--- config.mk ---
export PLATFORM = sky130hd
export DESIGN_NAME = tile_hdr_prefetch
export DESIGN_NICKNAME = d
export VERILOG_FILES = /design/src/rtl/tile_hdr_prefetch.sv
export SDC_FILE = /design/constraint.sdc
export NUM_CORES = 1
export LEC_CHECK = 0
export CAP_MARGIN = 15
export CELL_PAD_IN_SITES_DETAIL_PLACEMENT = 0
export CELL_PAD_IN_SITES_GLOBAL_PLACEMENT = 2
export CORE_MARGIN = 5
export CORE_UTILIZATION = 30
export CTS_BUF_LIST = sky130_fd_sc_hd__clkbuf_8 sky130_fd_sc_hd__clkbuf_16
export DETAILED_ROUTE_END_ITERATION = 7
export PLACE_DENSITY = 0.69
export SYNTH_ARGS = -nofsm -noshare
export SYNTH_HDL_FRONTEND = slang
export SYNTH_SLANG_ARGS = --single-unit
export TNS_END_PERCENT = 100
--- constraint.sdc ---
create_clock -name clk -period 6.2 [get_ports clk]
set_clock_uncertainty 0.15 [all_clocks]
set_input_delay 1.24 -clock clk [delete_from_list [all_inputs] [get_ports clk]]
set_output_delay 1.24 -clock clk [all_outputs]
set_load 0.01 [all_outputs]
--- src/rtl/tile_hdr_prefetch.sv ---
// rtl/tile_hdr_prefetch.sv - walks the tile descriptor list in DDR3 and buffers parsed headers in a FIFO
module tile_hdr_prefetch #(
   parameter int DEPTH = 4
) (
   input  logic        clk,
   input  logic        reset,
   input  logic        start,
   input  logic [28:0] first_addr,
   input  logic        abort,
   output logic [28:0] rd_addr,
   output logic [7:0]  rd_burstcnt,
   output logic        rd_req,
   input  logic        rd_ack,
   input  logic [63:0] rd_data,
   input  logic        rd_data_valid,
   output logic        hdr_valid,
   input  logic        hdr_ready,
   output logic [28:0] hdr_tile_addr,
   output logic [15:0] hdr_px,
   output logic [15:0] hdr_py,
   output logic [15:0] hdr_count,
   output logic        hdr_last,
   output logic        busy,
   output logic [15:0] tiles_fetched
);

   localparam int AW = $clog2(DEPTH);
   localparam int CW = AW + 1;
   localparam logic [CW-1:0] FULL_CNT = CW'(DEPTH);

   typedef enum logic [2:0] {S_IDLE, S_REQ, S_BEAT0, S_BEAT1, S_DONE, S_DRAIN} state_t;

   typedef struct packed {
      logic [28:0] tile_addr;
      logic [15:0] px;
      logic [15:0] py;
      logic [15:0] count;
      logic        last;
   } hdr_t;

   state_t        state;
   logic [28:0]   cur_addr;
   logic [28:0]   next_addr;
   logic [1:0]    drain_left;

   hdr_t          fifo_mem [DEPTH];
   logic [AW-1:0] wr_ptr;
   logic [AW-1:0] rd_ptr;
   logic [CW-1:0] fifo_count;
   logic [CW-1:0] fifo_count_nxt;

   logic          start_ok;
   logic          flush;
   logic          push;
   logic          pop;
   hdr_t          push_entry;
   hdr_t          head;
   logic          unused_bits;

   assign unused_bits = ^rd_data[63:61];

   // Handshake decode and next FIFO occupancy; flush (abort or a fresh start) wins over push/pop
   always_comb begin
      start_ok       = start && !abort && (state == S_IDLE || state == S_DONE);
      flush          = abort || start_ok;
      push           = (state == S_BEAT1) && rd_data_valid && !abort;
      pop            = hdr_valid && hdr_ready && !flush;
      push_entry     = {cur_addr, rd_data[31:16], rd_data[47:32], rd_data[15:0], (next_addr == 29'd0)};
      fifo_count_nxt = fifo_count;
      if (flush)
         fifo_count_nxt = '0;
      else if (push && !pop)
         fifo_count_nxt = fifo_count + 1'b1;
      else if (pop && !push)
         fifo_count_nxt = fifo_count - 1'b1;
   end

   // FIFO pointers and occupancy
   always_ff @(posedge clk) begin
      if (reset) begin
         wr_ptr     <= '0;
         rd_ptr     <= '0;
         fifo_count <= '0;
      end else begin
         fifo_count <= fifo_count_nxt;
         if (flush) begin
            wr_ptr <= '0;
            rd_ptr <= '0;
         end else begin
            if (push)
               wr_ptr <= wr_ptr + 1'b1;
            if (pop)
               rd_ptr <= rd_ptr + 1'b1;
         end
      end
   end

   // Header storage; contents are only visible while hdr_valid so no reset is needed
   always_ff @(posedge clk) begin
      if (push)
         fifo_mem[wr_ptr] <= push_entry;
   end

   // List walker: one burst outstanding, request only issued when a push slot is guaranteed
   always_ff @(posedge clk) begin
      if (reset) begin
         state         <= S_IDLE;
         rd_req        <= 1'b0;
         cur_addr      <= '0;
         next_addr     <= '0;
         drain_left    <= '0;
         tiles_fetched <= '0;
      end else begin
         case (state)
            S_IDLE, S_DONE: begin
               if (start_ok) begin
                  cur_addr      <= first_addr;
                  tiles_fetched <= '0;
                  rd_req        <= 1'b1;
                  state         <= S_REQ;
               end else if (abort) begin
                  state <= S_IDLE;
               end
            end
            S_REQ: begin
               if (abort) begin
                  rd_req <= 1'b0;
                  if (rd_req && rd_ack) begin
                     drain_left <= 2'd2;
                     state      <= S_DRAIN;
                  end else begin
                     state <= S_IDLE;
                  end
               end else if (rd_req && rd_ack) begin
                  rd_req <= 1'b0;
                  state  <= S_BEAT0;
               end else if (!rd_req && fifo_count_nxt < FULL_CNT) begin
                  rd_req <= 1'b1;
               end
            end
            S_BEAT0: begin
               if (abort) begin
                  drain_left <= rd_data_valid ? 2'd1 : 2'd2;
                  state      <= S_DRAIN;
               end else if (rd_data_valid) begin
                  next_addr <= rd_data[60:32];
                  state     <= S_BEAT1;
               end
            end
            S_BEAT1: begin
               if (abort) begin
                  if (rd_data_valid) begin
                     state <= S_IDLE;
                  end else begin
                     drain_left <= 2'd1;
                     state      <= S_DRAIN;
                  end
               end else if (rd_data_valid) begin
                  if (tiles_fetched != 16'hFFFF)
                     tiles_fetched <= tiles_fetched + 16'd1;
                  if (next_addr == 29'd0) begin
                     state <= S_DONE;
                  end else begin
                     cur_addr <= next_addr;
                     rd_req   <= (fifo_count_nxt < FULL_CNT);
                     state    <= S_REQ;
                  end
               end
            end
            S_DRAIN: begin
               if (rd_data_valid) begin
                  drain_left <= drain_left - 2'd1;
                  if (drain_left <= 2'd1)
                     state <= S_IDLE;
               end
            end
            default: begin
               rd_req <= 1'b0;
               state  <= S_IDLE;
            end
         endcase
      end
   end

   assign head          = fifo_mem[rd_ptr];
   assign hdr_valid     = (fifo_count != '0);
   assign hdr_tile_addr = hdr_valid ? head.tile_addr : 29'd0;
   assign hdr_px        = hdr_valid ? head.px : 16'd0;
   assign hdr_py        = hdr_valid ? head.py : 16'd0;
   assign hdr_count     = hdr_valid ? head.count : 16'd0;
   assign hdr_last      = hdr_valid && head.last;
   assign rd_addr       = cur_addr;
   assign rd_burstcnt   = 8'd2;
   assign busy          = (state != S_IDLE) && (state != S_DONE);

endmodule

# Word level (Yosys, flattened, before mapping)
# Memory sizes are Yosys's and may differ from the RTL's. A register that Yosys moved wholly into a read port is not among the register bits.
# Index checks and enable logic that the tools add are counted.
classes:
  n_addsub: 6
  order_cmp: 2
  eq_ne: 24
  n_mux: 51
  bitwise_logic: 2
  reduce_logical: 34
op_table:
  columns: ["operator", "n"]
  rows:
  - ["29-bit two-way mux", 5]
  - ["16-bit two-way mux", 7]
  - ["29-bit case mux with 2 select lines", 1]
  - ["3-bit two-way mux", 16]
  - ["16-bit case mux with 2 select lines", 1]
  - ["29-bit zero test", 1]
  - ["2-bit != test (second input constant)", 11]
  - ["2-bit two-way mux", 9]
  - ["16-bit by 1-bit adder with 16-bit output (second input constant)", 1]
  - ["16-bit != test (second input constant)", 1]
  - ["3-bit != test (second input constant)", 5]
  - ["3-bit case mux with 5 select lines", 1]
  - ["1-bit logical AND", 12]
  - ["6-bit AND reduction", 2]
  - ["5-bit AND reduction", 2]
  - ["1-bit two-way mux", 9]
  - ["2-bit case mux with 4 select lines", 1]
  - ["7-bit AND reduction", 1]
  - ["3-bit by 2-bit == test with 1-bit output (second input constant)", 2]
  - ["3-bit == test (second input constant)", 2]
  - ["3-bit nonzero test", 2]
  - ["2-bit OR reduction", 3]
  - ["1-bit zero test", 5]
  - ["2-bit by 1-bit adder with 2-bit output (second input constant)", 2]
  - ["15 further kinds", 17]
totals:
  regBits: 87
  ramBits: 312
  output_inout_bits: 134
  word_cells: 129
  mem_count: 1
mem_list:
  columns: ["name", "words", "width", "rd", "rd_clocked_by_memory_dff", "wr", "line", "rtl"]
  rows:
  - ["fifo_mem", 4, 78, 1, 1, 1, "46", "hdr_t fifo_mem [DEPTH];"]

# Logic depth before layout (Yosys ltp)
logic_depth:
  word_depth: 16
  depth_mapped: 13
  ltp_nobuf: 11

# Least setup slack after synthesis
# No wires, ideal clock.
synth_path:
  path_kind: "in2reg"
  start: "input rd_data_valid"
  end: "memory fifo_mem[0][0] (netlist bit) (enable)"
  arrival_time_ns: 3.903
  slack_ns: 1.702
  stages: 5
  n_path_buf: 2
  cell_sequence: "clkbuf_1 -> nand2_1 -> nor2_1 -> clkbuf_1 -> and2_1"
synth_between:
  elab_chain_cells: 4
synth_lines:
  columns: ["item", "line", "rtl"]
  rows:
  - ["start: declaration", "15", "input logic rd_data_valid,"]
  - ["1-bit logical AND (2 in series)", "66", "push = (state == S_BEAT1) && rd_data_valid && !abort;"]
  - ["net push", "54", "logic push;"]
  - ["1-bit two-way mux", "100", "if (push)"]
  - ["1-bit two-way mux (implied by the code)", "101", "fifo_mem[wr_ptr] <= push_entry;"]
  - ["end: declaration", "46", null]
# The timed path passes the listed nets, and every way through them passes these cells.

# Worst setup path after layout
layout_path:
  start: "register fifo_count[0]"
  end: "output hdr_tile_addr[19]"
layout_between:
  elab_chain_cells: 2
layout_lines:
  columns: ["item", "line", "rtl"]
  rows:
  - ["start: declaration", "49", "logic [CW-1:0] fifo_count;"]
  - ["start signal: assignment", "85", "fifo_count <= fifo_count_nxt;"]
  - ["3-bit nonzero test", "186", "assign hdr_valid = (fifo_count != '0);"]
  - ["29-bit two-way mux", "187", "assign hdr_tile_addr = hdr_valid ? head.tile_addr : 29'd0;"]
  - ["end: declaration", "18", "output logic [28:0] hdr_tile_addr,"]
# No other way between the ends.

==> impl.org <==
** Run status
- The run finished with clean final reports.

** Timing
- The number of pins with negative max-slew slack in the final report was 0.
- Sum of negative setup slack :: 0 ns
- Count of endpoints failing hold in the final timing report :: 0
- Hold timing on the final database bottoms out at a slack of 0.321 ns.
- Unrepaired setup endpoints after global routing :: false
- Post-layout minimum cycle time :: around 4.4 ns
- Number of setup violations in the final report :: 0
- Fin crit share :: 0.703
- Worst Slack Setup Final :: between 1.5 and 2 ns
- Actual transition at the worst max-transition pin :: about 0.85 ns
- Slew margin rel. :: 0.431
- Timing would allow up to 229 MHz.

** Floorplan
- X dimension of the die :: ~240 um
- roughly 230 I/O pins were placed.
- Starting density of the core :: 0.302
- The region available for standard cell placement spans roughly 54,000 sq um.
- Height of the chip :: around 240 um
- The floorplan has 85 rows.
- Die Area :: around 60,000 sq um

** GRT
- The first global-routing pass estimated between 60,000 and 70,000 um of wire.
- Aggregate global-route resource usage :: 0.140
- After global routing the overflow that remains totals 0.
- Entering global routing, the biggest net connects around 60 pins.
- The via count of the first global-routing pass is approximately 9,900.
- Number of antenna violations at the first check in global routing :: 11

** Yosys
- Yosys mapped a number of flops with a built-in enable equal to between 300 and 400.
- In this run, distinct cell masters in the synthesized netlist total 52.
- Share of the synthesized area in the top cell type :: 0.577
- Cell area after synthesis :: between 15,000 and 20,000 sq um
- Fraction of registers with async set or reset after synthesis :: 0
- Each instance of the synthesized netlist takes up on average between 15 and 20 sq um.
- After technology mapping, the gate count stands at between 1,000 and 1,500.
- By area the synthesized netlist is led by edfxtp_1, dfxtp_1, mux4_2.
- Most frequent cells after synthesis :: edfxtp_1, nand2_1, dfxtp_1
- The most used flip-flop cell after synthesis is edfxtp_1.
- By instance count, the leading cell after synthesis is edfxtp_1.
- Fraction of the yosys area taken by sequential cells :: 0.687
- Flop and latch count out of synthesis :: 401
- Yosys top cell by area :: edfxtp_1
- Number of warnings reported in the yosys synthesis log :: 0

** Detailed routing
- Antenna Nets Post-Route :: 0
- The detailed router placed ~9,400 vias in this run.
- The first detailed-routing pass took 4 iterations.
- First-iteration detailed-routing DRC count :: 488
- Average wire per standard cell :: 21.0 um
- Wire length reported by the detailed router :: 41,900 um
- Post-detailed-route DRC marker count :: 0
- After detailed routing, the number of vias per cell comes to 4.72.

** Critical path
- STA classifies the critical path endpoint as an output port.
- Setup CP Type :: flip-flop to output port
- In this run the worst path has a maximum fanout of 55.
- Element type at the critical path start :: flip-flop
- At the worst endpoint, the arrival time is around 3.0 ns.
- Worst path required time :: about 4.8 ns

** CTS
- Post-CTS Setup Bufs :: 0
- After clock tree synthesis, the clock-pin slew on the worst setup and hold paths is around 0.060 ns.
- Counting along the longest clock path gives a buffer depth of 3.
- Clock Sink Count :: roughly 400
- The later pin in the worst-skew pair is clocked with a latency of about 0.57 ns.
- Number of clock buffers inserted by TritonCTS :: 45
- The number of gates resized after CTS was 0.
- CTS placed an instance of clkbuf_16 at the clock tree root.
- Number of hold-repair buffers added at the cts stage :: 0
- In this run the number of H-tree levels came out at 2.
- Clock tree from TritonCTS :: built

** Place
- In this run the tool buffered the top-level ports with 222 buffer cells.
- DPL Wire Length :: approximately 27,000 um
- Post-detailed-placement cell area :: approximately 19,000 sq um
- Pre-CTS setup slack :: approximately 1.6 ns
- Weighted congestion reported at the end of routability-driven placement :: between 0.7 and 0.8

** Run
- Max-cap violations in this run came to 0.

** Power
- For this design the ratio of total power to cell area is 285 nW/um^2.
- Total Power :: about 5.8 mW
- IR drop worst, VDD :: ~0.18 mV
- Leak :: 6.49 nW

** Final layout
- Layout cell share with drive strength beyond 1 :: 0.139
- In the final layout, the multi-input gates occupy between 4000 and 5000 sq um.
- Summing all non-filler instances in the final layout gives an area of 20,500 sq um.
- After the last flow step, the layout net total stands at roughly 1,400.
- From synthesis to final layout, the design area changed by 26.2%.
- Total of fill cells in the finished design :: roughly 5,100
- Across the whole layout, storage elements account for 11,200 sq um.

** Hold path
- The worst hold path belongs to the class flip-flop to flip-flop.
-- cells in the final DEF, fill, tap and decap left out, drive strengths merged, types with 3 or more instances in the layout --
master	n
xor2	3
diode	4
nand4	7
o21ai	10
clkbuf	46
or4	3
nand3b	3
clkdlybuf4s50	221
dfxtp	89
a211oi	6
nor3	5
a21oi	48
edfxtp	312
and2	84
buf	17
a311oi	29
o31ai	4
or3	6
nor2	54
nand2b	7
a2111oi	5
mux4	78
inv	21
clkinv	18
mux2i	4
clkinvlp	3
nand3	6
nand2	133
nor4	9
xnor2	9
bufinv	5
ha	11
conb	8
-- worst max-delay path: stages (launching register included) --
cell             delay, ns
dfxtp_1               0.37
inv_1                 0.08
ha_1                  0.23
nand2b_4              0.46
buf_4                 0.46
and2_1                0.23
clkdlybuf4s50_1       0.55
-- cell families (layout without fill, tap and decap cells) --
group	count (synthesis)	after routing	share of synthesized area
buffers and inverters	114	331	0.0375
DFF	401	401	0.687
muxes	82	82	0.111
and+or+nand+nor	332	332	0.101
other	2	12	0.000463
xor gates and xnor gates	12	12	0.00648
AOI/OAI and AO/OA	114	114	0.0487
adders and majority gates	11	11	0.00848
-- per-layer routing --
| metal | up-vias | GRT usage | routed length (um) |
|---|---|---|---|
| met1 | 4729 | 0.182 | 17800 |
| met4 | 12 | 0.0342 | 880 |
| met5 | - | 0 | 78 |
| met3 | 70 | 0.0450 | 3200 |
| li1 | 4374 | - | - |
| met2 | 209 | 0.230 | 20000 |
-- path summary, 6_finish.rpt --
path,startpoint,endpoint,slack (ns),cells after the start
setup reg to reg,state[1],fifo_mem[1][19],2.72,5
setup / recovery,fifo_count[0],hdr_tile_addr[19],1.84,6
hold reg to reg,next_addr[20],next_addr[20],0.32,2
hold / removal,next_addr[20],next_addr[20],0.32,2
-- cell type report --
| type | count | area share |
|---|---|---|
| Antenna cell | 4 | 0.000489 |
| Clock buffer | 46 | 0.0557 |
| Clock inverter | 35 | 0.0159 |
| Inverter | 12 | 0.00220 |
| Multi-Input combinational cell | 559 | 0.221 |
| Sequential cell | 401 | 0.545 |
| Tap cell | 696 | 0.0425 |
| Timing Repair Buffer | 238 | 0.118 |
-- flip-flops by register name, indices dropped and copies added, names as in the netlist, named ones only --
register and count:
fifo_mem 312, next_addr 29, rd_addr 29, tiles_fetched 16, fifo_count 3, state 3, drain_left 2, rd_ptr 2
wr_ptr 2, rd_req 1
-- stage by stage --
step	util	cells
after floorplan	-	1074
after global placement	0.353	1904
after detailed placement	0.354	1905
after CTS	0.381	1986
after global routing	0.381	1987
final	0.381	1991
-- power by group --
| group | internal (mW) | switching, mW |
|---|---|---|
| sequential | 2.92 | 0.0421 |
| clock | 1.55 | 1.09 |
| combinational | 0.118 | 0.118 |
| total | 4.59 | 1.24 |
(Power assumes the default switching activity.)
